`src/rtl/mem_stage_lsu.sv`:
```
// ============================================================================
// Module      : mem_stage_lsu
// Description : MEM-stage load/store unit. Converts the EX/MEM access fields
//               into a req/ack data-memory transaction, stalls until it ends,
//               and returns aligned, extended load data. A watchdog turns a
//               missing ack into a one-cycle bus-error pulse.
//               Optional: MEM_ALIGN_CHECK_EN adds misalignment detection (ale_o).
// Revision    : 1.0 - initial release
// ============================================================================
`default_nettype none

module mem_stage_lsu #(
    parameter int TIMEOUT = 16,
    parameter int CNT_W   = 5
) (
    input  logic        clk,
    input  logic        rst,
    input  logic [31:0] alu_c_in,
    input  logic [31:0] rf_rD2_in,
    input  logic [1:0]  dram_sel_in,
    input  logic [1:0]  addr_mode_in,
    input  logic        sext2_op_in,
    output logic        stall_o,
    output logic        done_o,
    output logic [31:0] ld_data_o,
    output logic        bus_err_o,
`ifdef MEM_ALIGN_CHECK_EN
    output logic        ale_o,
`endif
    output logic        dm_req,
    output logic        dm_we,
    output logic [31:0] dm_addr,
    output logic [3:0]  dm_wstrb,
    output logic [31:0] dm_wdata,
    input  logic [31:0] dm_rdata,
    input  logic        dm_ack
);

    localparam logic [1:0] c_IDLE = 2'd0;
    localparam logic [1:0] c_WAIT = 2'd1;
    localparam logic [1:0] c_DONE = 2'd2;

    logic [1:0]       r_state;
    logic [1:0]       w_state_nxt;
    logic [CNT_W-1:0] r_cnt;
    logic [1:0]       r_off;
    logic [1:0]       r_mode;
    logic             r_sext;

    logic             w_sel_acc;
    logic             w_acc;
    logic             w_timeout;
    logic [1:0]       w_off;
    logic [3:0]       w_wstrb;
    logic [31:0]      w_wdata;
    logic [31:0]      w_shift;
    logic [15:0]      w_half;
    logic [31:0]      w_ld;

    assign w_sel_acc = (dram_sel_in == 2'b01) || (dram_sel_in == 2'b10);
    assign w_timeout = (r_cnt == CNT_W'(TIMEOUT - 1));

`ifdef MEM_ALIGN_CHECK_EN
    logic w_misal;
    assign w_misal = ((addr_mode_in == 2'b01) && alu_c_in[0]) ||
                     (addr_mode_in[1] && (alu_c_in[1:0] != 2'b00));
    assign ale_o   = w_sel_acc && (r_state == c_IDLE) && w_misal;
    assign w_acc   = w_sel_acc && !w_misal;
`else
    assign w_acc   = w_sel_acc;
`endif

    assign stall_o = ((r_state == c_IDLE) && w_acc) || (r_state == c_WAIT);
    assign done_o  = (r_state == c_DONE);

    // Effective lane offset: half ignores addr[0], word always lane 0
    always_comb begin
        w_off   = 2'b00;
        w_wstrb = 4'b1111;
        w_wdata = rf_rD2_in;
        case (addr_mode_in)
            2'b00: begin
                w_off   = alu_c_in[1:0];
                w_wstrb = 4'b0001 << alu_c_in[1:0];
                w_wdata = {4{rf_rD2_in[7:0]}};
            end
            2'b01: begin
                w_off   = {alu_c_in[1], 1'b0};
                w_wstrb = alu_c_in[1] ? 4'b1100 : 4'b0011;
                w_wdata = {2{rf_rD2_in[15:0]}};
            end
            default: ;
        endcase
    end

    assign w_shift = dm_rdata >> {r_off, 3'b000};
    assign w_half  = r_off[1] ? dm_rdata[31:16] : dm_rdata[15:0];

    always_comb begin
        w_ld = dm_rdata;
        case (r_mode)
            2'b00:   w_ld = {{24{r_sext & w_shift[7]}}, w_shift[7:0]};
            2'b01:   w_ld = {{16{r_sext & w_half[15]}}, w_half};
            default: ;
        endcase
    end

    always_ff @(posedge clk or posedge rst) begin
        if (rst) r_state <= c_IDLE;
        else     r_state <= w_state_nxt;
    end

    always_comb begin
        w_state_nxt = r_state;
        case (r_state)
            c_IDLE:  if (w_acc) w_state_nxt = c_WAIT;
            c_WAIT:  if (dm_ack || w_timeout) w_state_nxt = c_DONE;
            c_DONE:  w_state_nxt = c_IDLE;
            default: w_state_nxt = c_IDLE;
        endcase
    end

    always_ff @(posedge clk or posedge rst) begin
        if (rst) begin
            dm_req    <= 1'b0;
            dm_we     <= 1'b0;
            dm_addr   <= 32'd0;
            dm_wstrb  <= 4'd0;
            dm_wdata  <= 32'd0;
            ld_data_o <= 32'd0;
            bus_err_o <= 1'b0;
            r_cnt     <= '0;
            r_off     <= 2'b00;
            r_mode    <= 2'b00;
            r_sext    <= 1'b0;
        end else begin
            bus_err_o <= 1'b0;
            case (r_state)
                c_IDLE: begin
                    if (w_acc) begin
                        dm_req   <= 1'b1;
                        dm_we    <= (dram_sel_in == 2'b10);
                        dm_addr  <= {alu_c_in[31:2], 2'b00};
                        dm_wstrb <= (dram_sel_in == 2'b10) ? w_wstrb : 4'b0000;
                        dm_wdata <= w_wdata;
                        r_cnt    <= '0;
                        r_off    <= w_off;
                        r_mode   <= addr_mode_in;
                        r_sext   <= sext2_op_in;
                    end
                end
                c_WAIT: begin
                    if (dm_ack) begin
                        dm_req <= 1'b0;
                        if (!dm_we) ld_data_o <= w_ld;
                    end else if (w_timeout) begin
                        // Abort: a load returns zero rather than stale data
                        dm_req    <= 1'b0;
                        bus_err_o <= 1'b1;
                        if (!dm_we) ld_data_o <= 32'd0;
                    end else begin
                        r_cnt <= r_cnt + 1'b1;
                    end
                end
                default: ;
            endcase
        end
    end

endmodule

`default_nettype wire

```
`config.mk`:
```
export PLATFORM = sky130hd
export DESIGN_NAME = mem_stage_lsu
export DESIGN_NICKNAME = d
export VERILOG_FILES = /design/src/rtl/mem_stage_lsu.sv
export SDC_FILE = /design/constraint.sdc
export NUM_CORES = 1
export LEC_CHECK = 0
export BUFFER_PORTS_ARGS = -buffer_cell sky130_fd_sc_hd__buf_4
export CORE_UTILIZATION = 43
export DETAILED_ROUTE_END_ITERATION = 6
export PLACE_DENSITY = 0.76
export SYNTH_ARGS = -nofsm -noshare
export SYNTH_HDL_FRONTEND = slang
export SYNTH_SLANG_ARGS = --single-unit
export TNS_END_PERCENT = 5
```
`constraint.sdc`:
```
create_clock -name clk -period 8 [get_ports clk]
set_input_delay 2 -clock clk [delete_from_list [all_inputs] [get_ports clk]]
set_output_delay 2 -clock clk [all_outputs]
set_load 0.02 [all_outputs]
```
==> run summary <==
Sequential area share after synthesis = 54.54%
RSZ-0062 raised after global routing = false
Adder-cell share of the synthesized area = 0.7239%
Reg2Reg Capture Point = ld_data_o[0]
Share of the synthesized area in the top cell type = 54.54%
Fmax = 0.2096 GHz
Reg-to-reg slack, setup = 5.51 ns
Hold path start = r_cnt[4]
Synthesized cell area = 5185 µm²
Overall Global Routing Usage = 23.73%
Leading area contributor after synthesis = dfrtp_1
Hold WC Path Type = reg2reg
Starting Density = 44.83%
CP max FO = 4
CTS Buf Count = 17
Setup bufs post-CTS = 0
N_diodes = 0
Commonest non-fill, non-tap cell in the layout = buf_4
Drt pass-1 iters = 6
Max clock buf depth = 2
Clk sinks = 113
Clock root buffer = clkbuf_16
Post-synth EDFFs = 0
Post-Route Utilization = 63.39%
CTS tree = built
Tmin final = 4.772 ns
Final Skew = 0.004622 ns
P per Cell Area = 406.7 nW/µm²
Slew Limit Headroom = 26.23%
H-tree depth = 4
CP Data Required Time = 6.00 ns
Status = finished with violations
Yosys warns = 0
Mean Syn Cell Area = 10.01 µm²
WL per Instance = 16.45 µm
Hold path depth = 2
Worst hold slack = 0.4750 ns
Ys async rst share = 100.0%
CP endpoint kind = output pin
Violated checks = design-rule violations
Crit Path Class = in2out
Simple-gate share of the synthesized area = 16.82%
Static leakage = 3.791 nW
Std-Cell Core Area = 11560 µm²
Full die area = 12500 µm²
Final Max Slew Viols = 0
# setup viols final = 0
Fin Setup TNS = 0 ns
Total Nets Final = 817
Largest net degree at the start of global routing = 101
Distinct cells, synth = 44
Die width = 111.8 µm
Most frequent cells in the layout = 209 x buf_4, 170 x nand2_1, 113 x dfrtp_1
Cells after Synth = 518
Post-CTS sizing = 0
DRT Wirelength = 14250 µm
Die height = 111.8 µm
Synth Area in Compound Gates = 14.41%
DRC Markers = 13
Cts hold-fix bufs = 0
Post-synthesis mux area share = 8.784%
Critical Path Start Type = primary input
Worst Hold Path EP = r_cnt[4]
Vias in the first global route = 4626
Routed Antenna Nets = 0
Yosys reg bits = 113
Final hold violation count = 0
Port Buffers = 206
Post-DP HPWL = 10020 µm
Post-place instance area = 6749 µm²
Synth-to-layout area growth = 41.39%
R2R depth = 7
Crit path DAT = 2.77 ns
Largest cells by area after synthesis = dfrtp_1 55%, nand2_1 12%, mux2i_1 6.2%
Design area = 7331 µm²
Ys flop type = dfrtp_1
Vias per Instance = 5.275
RR Startpoint = r_cnt[0]
Final period util = 59.65%
Clk Latency, worst-skew pair = 0.41 ns
IO Pins = 209
Largest family of logic cells by synthesized area = simple AND/OR/NAND/NOR gates
XOR/XNOR Fraction of Synth Area = 0.3378%
Share of layout cells above drive strength 1 = 36.24%
Worst Max-Slew Pin Slew = 1.107 ns
RD Place Congestion = 0.8513
MaxCap Viol Count = 0
Via Count = 4568
FP Rows = 39
Starting DRT DRC Count = 303
Initial antenna violation count = 0
Total gr overflow = 0
First-pass GRT wire length = 23050 µm
Clock slew at reported path FFs = 0.05 ns
Peak VDD IR = 253.0 µV
## report_power, final
part	switching (mW)	internal (mW)
clock	0.249	0.483
sequential	0.188	0.820
combinational	0.703	0.539
## metal layers
| metal | up-vias | track usage [%] | wire [µm] |
|---|---|---|---|
| met5 | - | 0 | 0 |
| met4 | 0 | 11.71 | 368 |
| met3 | 27 | 7.186 | 1073 |
| met2 | 182 | 38.01 | 6736 |
| met1 | 2205 | 29.19 | 6069 |
| li1 | 2154 | - | - |
## worst max-delay path, cell delays in order
cell and delay (ns):
buf_4 0.07, inv_1 0.03, ha_1 0.35, a21oi_1 0.17, buf_4 0.15
## cells by family (layout without fill, tap and decap cells)
family | after synthesis | count (layout)
AO/OA/AOI/OAI | 105 | 105
AND/OR/NAND/NOR | 207 | 207
buffers and inverters | 44 | 248
other | 1 | 2
multiplexers | 43 | 43
flip-flops | 113 | 113
XOR/XNOR | 2 | 2
adder cells (fa/ha/maj) | 3 | 3
## registers in the layout, summed over array words and instances (netlist names)
register,count
bus_err_o,1
dm_addr,30
dm_req,1
dm_wdata,32
dm_we,1
dm_wstrb,4
ld_data_o,32
r_cnt,5
r_mode,2
r_off,2
r_sext,1
r_state,2
## Yosys cell counts, types with 2 or more instances
master     number
a211oi_2        7
a21oi_1        10
a221o_1        23
a22o_1          2
buf_1           2
buf_2           5
buf_4           4
buf_6           5
clkbuf_1       21
dfrtp_1       113
ha_1            3
inv_1           7
mux2_2          9
mux2i_1        32
nand2_1       170
nand2b_1        4
nor2_1         14
nor3_2          2
nor3b_1         2
o21ai_0        40
o21ai_1         8
o2bb2ai_1       7
o31ai_1         4
or3_1           3
xor2_1          2
## worst max path at each step
stage	start	to	slack, ns	cells after the start
6_report	dram_sel_in[0]	stall_o	3.23	5
5_1_grt	dram_sel_in[0]	stall_o	3.16	5
4_1_cts	dram_sel_in[0]	stall_o	3.22	5
3_5_place_dp	dram_sel_in[0]	stall_o	3.22	5
3_3_place_gp	dram_sel_in[0]	stall_o	3.25	5
2_1_floorplan	rst	bus_err_o	3.01	1
## cell type report
| type | instances | area (µm²) |
|---|---|---|
| inverter | 7 | 28.78 |
| timing repair buffer | 209 | 1569 |
| clock inverter | 4 | 45.04 |
| multi-input combinational | 362 | 2145 |
| tap | 143 | 178.9 |
| sequential | 113 | 2828 |
| fill | 927 | 4234 |
| clock buffer | 28 | 536.8 |
## metrics by stage
step           setup WS [ns]  instances  power (mW)
5_1_grt                3.163        866       3.154
2_1_floorplan          3.013        519       1.727
4_1_cts                3.221        866       3.004
3_5_place_dp           3.221        834       2.256
6_report               3.228        866       2.982
3_3_place_gp           3.248        834       2.223
Note: power is estimated with default switching activity, not from simulation.
